### src/rtl/uart_arb_pkg.sv
// Shared types and helpers for the two-requester UART port arbiter.
// Requester 0 is the misc execution element, requester 1 the loader/debug monitor.
package uart_arb_pkg;

  localparam int NUM_REQ = 2;

  // Requester identifier: one bit is enough for two requesters.
  typedef logic [0:0] req_id_t;

  localparam req_id_t REQ0 = 1'b0;
  localparam req_id_t REQ1 = 1'b1;

  // Per-channel handshake sequencing.
  typedef enum logic [1:0] {
    IDLE    = 2'd0,
    ISSUE   = 2'd1,
    ACK     = 2'd2,
    RELEASE = 2'd3
  } arb_state_t;

  // Round-robin pick: on a tie the requester that did not own the channel
  // last wins; otherwise the single eligible requester is chosen.
  function automatic req_id_t rr_pick(input logic [NUM_REQ-1:0] eligible,
                                      input req_id_t last_owner);
    if (&eligible) begin
      return req_id_t'(~last_owner);
    end else if (eligible[1]) begin
      return REQ1;
    end else begin
      return REQ0;
    end
  endfunction

endpackage

### src/rtl/uart_port_arbiter_if.sv
// Bundle of requester-side and UART-side signals around the port arbiter.
// slave modport: the arbiter's view; master modport: the surrounding system.
interface uart_port_arbiter_if
  import uart_arb_pkg::*;
#(
  parameter int STAT_WIDTH = 16
);

  // Requester side
  logic [NUM_REQ-1:0]                 req_tx_valid;
  logic [NUM_REQ-1:0][7:0]            req_tx_data;
  logic [NUM_REQ-1:0]                 req_tx_ready;
  logic [NUM_REQ-1:0]                 req_rx_valid;
  logic [7:0]                         req_rx_data;
  logic [NUM_REQ-1:0]                 req_rx_ready;
  logic                               lock1;

  // UART wrapper side
  logic                               uart_tx_valid;
  logic [7:0]                         uart_tx_data;
  logic                               uart_tx_ready;
  logic                               uart_rx_valid;
  logic [7:0]                         uart_rx_data;
  logic                               uart_rx_ready;

  // Status
  logic                               tx_owner;
  logic                               rx_owner;
  logic [NUM_REQ-1:0][STAT_WIDTH-1:0] stat_tx_count;
  logic [NUM_REQ-1:0][STAT_WIDTH-1:0] stat_rx_count;

  modport slave (
    input  req_tx_valid, req_tx_data, req_rx_valid, lock1,
    input  uart_tx_ready, uart_rx_data, uart_rx_ready,
    output req_tx_ready, req_rx_data, req_rx_ready,
    output uart_tx_valid, uart_tx_data, uart_rx_valid,
    output tx_owner, rx_owner, stat_tx_count, stat_rx_count
  );

  modport master (
    output req_tx_valid, req_tx_data, req_rx_valid, lock1,
    output uart_tx_ready, uart_rx_data, uart_rx_ready,
    input  req_tx_ready, req_rx_data, req_rx_ready,
    input  uart_tx_valid, uart_tx_data, uart_rx_valid,
    input  tx_owner, rx_owner, stat_tx_count, stat_rx_count
  );

endinterface

### src/rtl/uart_arb_channel.sv
// One arbitrated UART direction: IDLE -> ISSUE -> ACK -> RELEASE FSM with
// round-robin grant, requester-1 lock and optional per-requester counters.
// IS_RX=0: byte is taken from the granted requester when the grant is made.
// IS_RX=1: byte is taken from the UART when it signals ready.
// Optional feature macro: UART_ARB_STATS_EN (live transfer counters).
module uart_arb_channel
  import uart_arb_pkg::*;
#(
  parameter bit IS_RX      = 1'b0,
  parameter int STAT_WIDTH = 16
) (
  input  logic                               clk,
  input  logic                               reset,
  input  logic [NUM_REQ-1:0]                 req_valid,
  input  logic [NUM_REQ-1:0][7:0]            src_data,
  input  logic                               lock1,
  input  logic                               uart_ready,
  output logic                               uart_valid,
  output logic [7:0]                         data_q,
  output logic [NUM_REQ-1:0]                 req_ready,
  output req_id_t                            owner,
  output logic [NUM_REQ-1:0][STAT_WIDTH-1:0] stat_count
);

  arb_state_t         state;
  logic [NUM_REQ-1:0] eligible;
  logic               grant_any;
  req_id_t            grant_id;

  // Decide who may be granted this cycle; only consulted in IDLE, so the
  // previous owner's lingering valid during RELEASE is never seen.
  always_comb begin
    // NOTE: every output of this block gets a default first so no path
    // leaves a value unassigned, which would otherwise infer a latch.
    eligible  = req_valid;
    if (lock1) begin
      eligible[0] = 1'b0;
    end
    grant_any = |eligible;
    grant_id  = rr_pick(eligible, owner);
  end

  // Channel FSM with registered UART valid, data, ready pulses and owner.
  always_ff @(posedge clk or posedge reset) begin
    if (reset) begin
      state      <= IDLE;
      uart_valid <= 1'b0;
      data_q     <= '0;
      req_ready  <= '0;
      owner      <= REQ1;
    end else begin
      // NOTE: non-blocking assignments here so every register samples the
      // pre-edge values regardless of statement order.
      req_ready <= '0;
      case (state)
        IDLE: begin
          if (grant_any) begin
            owner      <= grant_id;
            uart_valid <= 1'b1;
            if (!IS_RX) begin
              data_q <= src_data[grant_id];
            end
            state <= ISSUE;
          end
        end
        ISSUE: begin
          // Requester dropping valid here does not abort the transfer.
          if (uart_ready) begin
            uart_valid       <= 1'b0;
            req_ready[owner] <= 1'b1;
            if (IS_RX) begin
              data_q <= src_data[owner];
            end
            state <= ACK;
          end
        end
        ACK: begin
          state <= RELEASE;
        end
        RELEASE: begin
          state <= IDLE;
        end
        default: begin
          state <= IDLE;
        end
      endcase
    end
  end

`ifdef UART_ARB_STATS_EN
  // Count completed transfers per requester; the count moves with the
  // ready pulse and wraps modulo 2^STAT_WIDTH.
  always_ff @(posedge clk or posedge reset) begin
    if (reset) begin
      stat_count <= '0;
    end else if (state == ISSUE && uart_ready) begin
      stat_count[owner] <= stat_count[owner] + STAT_WIDTH'(1);
    end
  end
`else
  // Counters not built: report zero.
  assign stat_count = '0;
`endif

endmodule

### src/rtl/uart_port_arbiter.sv
// Shares the UART TX and RX channels between requester 0 (IN/OUT execution
// element) and requester 1 (loader/debug monitor). Each direction runs its
// own arbitration channel; the two never interact.
// Optional feature macro: UART_ARB_STATS_EN (per-requester transfer counters).
module uart_port_arbiter
  import uart_arb_pkg::*;
#(
  parameter int STAT_WIDTH = 16
) (
  input logic               clk,
  input logic               reset,
  uart_port_arbiter_if.slave bus
);

  // The RX byte comes from the UART regardless of owner; present it on
  // every requester slot so the channel can capture by owner index.
  logic [NUM_REQ-1:0][7:0] rx_src;

  assign rx_src = {NUM_REQ{bus.uart_rx_data}};

  uart_arb_channel #(
    .IS_RX      (1'b0),
    .STAT_WIDTH (STAT_WIDTH)
  ) u_tx_chan (
    .clk        (clk),
    .reset      (reset),
    .req_valid  (bus.req_tx_valid),
    .src_data   (bus.req_tx_data),
    .lock1      (bus.lock1),
    .uart_ready (bus.uart_tx_ready),
    .uart_valid (bus.uart_tx_valid),
    .data_q     (bus.uart_tx_data),
    .req_ready  (bus.req_tx_ready),
    .owner      (bus.tx_owner),
    .stat_count (bus.stat_tx_count)
  );

  uart_arb_channel #(
    .IS_RX      (1'b1),
    .STAT_WIDTH (STAT_WIDTH)
  ) u_rx_chan (
    .clk        (clk),
    .reset      (reset),
    .req_valid  (bus.req_rx_valid),
    .src_data   (rx_src),
    .lock1      (bus.lock1),
    .uart_ready (bus.uart_rx_ready),
    .uart_valid (bus.uart_rx_valid),
    .data_q     (bus.req_rx_data),
    .req_ready  (bus.req_rx_ready),
    .owner      (bus.rx_owner),
    .stat_count (bus.stat_rx_count)
  );

endmodule

### src/flat_wrapper.sv
// flat-port wrapper written by rule: the top's interface ports become plain ports
module uart_port_arbiter_flat import uart_arb_pkg::*;
#(
  parameter int STAT_WIDTH = 16
)
  (clk, reset, bus_req_tx_valid, bus_req_tx_data, bus_req_rx_valid, bus_lock1, bus_uart_tx_ready, bus_uart_rx_data, bus_uart_rx_ready, bus_req_tx_ready, bus_req_rx_data, bus_req_rx_ready, bus_uart_tx_valid, bus_uart_tx_data, bus_uart_rx_valid, bus_tx_owner, bus_rx_owner, bus_stat_tx_count, bus_stat_rx_count);
  uart_port_arbiter_if #(.STAT_WIDTH(STAT_WIDTH)) bus_i ();
  input logic clk;
  input logic reset;
  input wire logic [$bits(bus_i.req_tx_valid)-1:0] bus_req_tx_valid;
  input wire logic [$bits(bus_i.req_tx_data)-1:0] bus_req_tx_data;
  input wire logic [$bits(bus_i.req_rx_valid)-1:0] bus_req_rx_valid;
  input wire logic [$bits(bus_i.lock1)-1:0] bus_lock1;
  input wire logic [$bits(bus_i.uart_tx_ready)-1:0] bus_uart_tx_ready;
  input wire logic [$bits(bus_i.uart_rx_data)-1:0] bus_uart_rx_data;
  input wire logic [$bits(bus_i.uart_rx_ready)-1:0] bus_uart_rx_ready;
  output wire logic [$bits(bus_i.req_tx_ready)-1:0] bus_req_tx_ready;
  output wire logic [$bits(bus_i.req_rx_data)-1:0] bus_req_rx_data;
  output wire logic [$bits(bus_i.req_rx_ready)-1:0] bus_req_rx_ready;
  output wire logic [$bits(bus_i.uart_tx_valid)-1:0] bus_uart_tx_valid;
  output wire logic [$bits(bus_i.uart_tx_data)-1:0] bus_uart_tx_data;
  output wire logic [$bits(bus_i.uart_rx_valid)-1:0] bus_uart_rx_valid;
  output wire logic [$bits(bus_i.tx_owner)-1:0] bus_tx_owner;
  output wire logic [$bits(bus_i.rx_owner)-1:0] bus_rx_owner;
  output wire logic [$bits(bus_i.stat_tx_count)-1:0] bus_stat_tx_count;
  output wire logic [$bits(bus_i.stat_rx_count)-1:0] bus_stat_rx_count;
  assign bus_i.req_tx_valid = bus_req_tx_valid;
  assign bus_i.req_tx_data = bus_req_tx_data;
  assign bus_i.req_rx_valid = bus_req_rx_valid;
  assign bus_i.lock1 = bus_lock1;
  assign bus_i.uart_tx_ready = bus_uart_tx_ready;
  assign bus_i.uart_rx_data = bus_uart_rx_data;
  assign bus_i.uart_rx_ready = bus_uart_rx_ready;
  assign bus_req_tx_ready = bus_i.req_tx_ready;
  assign bus_req_rx_data = bus_i.req_rx_data;
  assign bus_req_rx_ready = bus_i.req_rx_ready;
  assign bus_uart_tx_valid = bus_i.uart_tx_valid;
  assign bus_uart_tx_data = bus_i.uart_tx_data;
  assign bus_uart_rx_valid = bus_i.uart_rx_valid;
  assign bus_tx_owner = bus_i.tx_owner;
  assign bus_rx_owner = bus_i.rx_owner;
  assign bus_stat_tx_count = bus_i.stat_tx_count;
  assign bus_stat_rx_count = bus_i.stat_rx_count;
  uart_port_arbiter #(.STAT_WIDTH(STAT_WIDTH)) u_core (.clk(clk), .reset(reset), .bus(bus_i));
endmodule
### config.mk
export PLATFORM = sky130hd
export DESIGN_NAME = uart_port_arbiter_flat
export DESIGN_NICKNAME = d
export VERILOG_FILES = /design/src/rtl/uart_arb_pkg.sv /design/src/rtl/uart_port_arbiter_if.sv /design/src/rtl/uart_arb_channel.sv /design/src/rtl/uart_port_arbiter.sv /design/src/flat_wrapper.sv
export SDC_FILE = /design/constraint.sdc
export NUM_CORES = 1
export LEC_CHECK = 0
export CORE_ASPECT_RATIO = 1.25
export CORE_MARGIN = 8
export CORE_UTILIZATION = 37
export CTS_CLUSTER_SIZE = 12
export DETAILED_ROUTE_END_ITERATION = 12
export GPL_ROUTABILITY_DRIVEN = 0
export PLACE_DENSITY = 0.83
export SLEW_MARGIN = 20
export SYNTH_ARGS = -nofsm -noshare
export SYNTH_HDL_FRONTEND = slang
export SYNTH_HIERARCHICAL = 1
export SYNTH_SLANG_ARGS = --single-unit
### constraint.sdc
create_clock -name clk -period 1.8 [get_ports clk]
set_clock_uncertainty 0.1 [all_clocks]
set_input_delay 0.18 -clock clk [delete_from_list [all_inputs] [get_ports clk]]
set_output_delay 0.18 -clock clk [all_outputs]
set_load 0.03 [all_outputs]
==> results.yml <==
floorplan:
  core-area_sq_um: 5040
  initial_core_util_pct: 38.0
  dieArea_sq_um: 7750
  row_count: 29
  pin_count: 121
  die_h_um: 96.4
  die_w_um: 80.3
sta:
  worstMarginPinSlew_ps: 529
  period_minus_slack_ps: 1750
  slew_headroom_pct: 64.7
  fin_ws_ps: 49.0
  holdWs_ps: 158
  slew_viol_final: 0
  fin_tns_setup_ps: 0
  max_freq_mhz: 571
  rsz0062_at_grt: "false"
  setup_viol: 0
  hold_violations: 0
  period_share_pct: 97.3
placement:
  place_inst: 321
  pre_cts_slack_ps: 83.9
  post-dp-hpwl_um: 3530
  port_buffers: 56
routing:
  drtAntennaViolNets: 0
  drt-met1-wl_um: 1610
  wl_met3_um: 398
  maxUsedRoutingLayer: "met4"
  first_pass_iters: 2
  drc: 0
  drt-initial-drc-count: 14
  drt-total-wl_um: 4110
  wl_met2_um: 2080
  via_per_inst: 4.09
  wl_per_cell_um: 12.6
  vias: 1329
critical_path:
  critPathRequiredTime_ps: 1520
  path_cells: "clkdlybuf4s50_1"
  start_kind: "flop"
  arrival_ps: 1470
  crit_fanout: 2
  crit_buf_inv: 1
  worstSetupPathType: "flop to output pin"
  slowest_stage: "clkdlybuf4s50_1"
  critical_path.endpoint_type: "output pin"
  critical_path.top_delay_family: "buffers and inverters"
  worst_path_largest_cell_delay_ps: 660
synthesis:
  yosysWarnings: 6
  netlist.area_leader.share_pct: 34.0
  synthArstFlopShare_pct: 100
  syn_area_sq_um: 1910
  yosysSeqAreaShare_pct: 36.7
  synth_edf_count: 0
  yosys-top-cells-count: "buf_4 (66), nand2_1 (28), dfrtp_1 (26)"
  synth_area_per_cell_sq_um: 9.25
  synth_adder_area_share_pct: 5.23
  synth-simple-area-share_pct: 12.9
  ys_top_cells_by_area: "dfrtp_1 (34%), buf_4 (26%), nand2_1 (5.5%)"
  synthXorXnorAreaFrac_pct: 0
  synthMuxAreaShare_pct: 6.80
  ys_types: 29
  netlist_instances: 207
  synth_seq_cells: 28
  synth-compound-area-share_pct: 8.63
  ys.flop_type: "dfrtp_1"
  yosysMostFrequentCell: "buf_4"
  synth_top_family_by_area: "buffers and inverters"
  yosysTopAreaCell: "dfrtp_1"
run_status:
  outcome: "finished, final reports clean"
clocking:
  insertion_delay_ps: 270
  root_buffer: "clkbuf_8"
  postCtsHoldBufs: 0
  cts_resized: 1
  cts_tree: "yes"
  cts_max_level: 1
  postCtsSetupRepairBufs: 0
  clkSlewWorstSetupHoldPaths_ps: 90
  clock-sinks: 28
  cts-buffers-inserted: 3
  cts_max_path_buffers: 2
job:
  drv_cap: 0
final_layout:
  drive_gt1_share_pct: 7.22
  fillCellCount: 501
  nets: 305
  diodes: 0
  layoutNonFillerInstCount: 325
  area_growth_syn_to_layout_pct: 23.5
power:
  power.leakage_nw: 1.18
  p_per_area_nw_per_um2: 1560
  ir_drop_v: 0.000669
grt:
  grt_pass1_wl_um: 6460
  grt_max_degree: 18
  antenna_found_initial: 0
  track_usage_pct: 10.4
  grt-ovfl-total: 0
  grt_pass1_vias: 1508
hold_path:
  min_path_type: "input pin to async pin"
power by group:
| part | internal [mW] | total, mW | switching, mW |
|---|---|---|---|
| clock network | 0.297 | 0.489 | 0.192 |
| registers | 0.926 | 1.08 | 0.154 |
| logic | 0.873 | 2.12 | 1.24 |
| total | 2.10 | 3.69 | 1.59 |
flip-flops by register name (all words and copies together), names as in the netlist, 2 cells and up:
name and count:
u_core/u_rx_chan/data_q 8, u_core/u_tx_chan/data_q 8, u_core/u_rx_chan/req_ready 2, u_core/u_rx_chan/state 2, u_core/u_tx_chan/req_ready 2, u_core/u_tx_chan/state 2
layout make-up:
class / instances / area [sq um] / share of cell area, %
Clock buffer: 3 / 41.3 / 1.75
Sequential cell: 28 / 703 / 29.8
Clock inverter: 1 / 30.0 / 1.27
Tap cell: 62 / 77.6 / 3.28
Inverter: 9 / 33.8 / 1.43
Timing Repair Buffer: 59 / 594 / 25.1
Multi-Input combinational cell: 163 / 883 / 37.4
cells in the final DEF, fill, tap and decap left out, types with 2 or more instances in the layout:
master and instances:
conb_1 64, clkdlybuf4s50_1 55, nand2_1 28, dfrtp_1 26, nor2_1 13, mux2i_1 10
inv_1 9, a31oi_1 8, ha_1 8, o21ai_1 7, o21ai_0 5, clkbuf_8 3
nor2b_1 3, nor2b_4 2, a21oi_2 2, mux2_4 2, a21oi_1 2, dfstp_2 2
buf_4 2
per-layer routing:
layer / GRT usage [%] / vias to the layer above
met3: 3.33 / 2
met1: 11.0 / 603
met2: 19.4 / 77
met4: 2.74 / 0
met5: 0 / -
li1: - / 647
final timing paths:
kind,end,from,slack [ps],cells past startpoint
worst max register to register,u_core/u_rx_chan/state[1],u_core/u_rx_chan/state[1],230,5
max in group asynchronous,u_core/u_tx_chan/owner,reset,1070,2
worst max-delay path,bus_rx_owner,u_core/u_rx_chan/owner,50,1
worst min-delay path,u_core/u_rx_chan/state[1],reset,160,2
min in group clk,u_core/u_tx_chan/data_q[1],bus_req_tx_data[1],360,3
worst min register to register,u_core/u_rx_chan/data_q[6],u_core/u_rx_chan/data_q[6],390,2
kinds of logic (layout without fill, tap and decap cells):
| group | count (synthesis) | in the layout |
|---|---|---|
| buffers and inverters | 78 | 72 |
| and+or+nand+nor | 52 | 52 |
| DFF | 28 | 28 |
| AOI/OAI and AO/OA | 27 | 27 |
| muxes | 12 | 12 |
| adders and majority gates | 8 | 8 |
| other | 2 | 64 |
through the flow:
stage | util [%] | instance area [sq um] | total power [mW]
floorplan | - | 2150 | 2.62
global placement | 45.5 | 2290 | 3.18
detailed placement | 45.5 | 2290 | 3.25
CTS | 46.9 | 2360 | 3.73
global route | 46.9 | 2360 | 3.93
finish | 46.9 | 2360 | 3.69
Power figures use the tool's default switching activity.
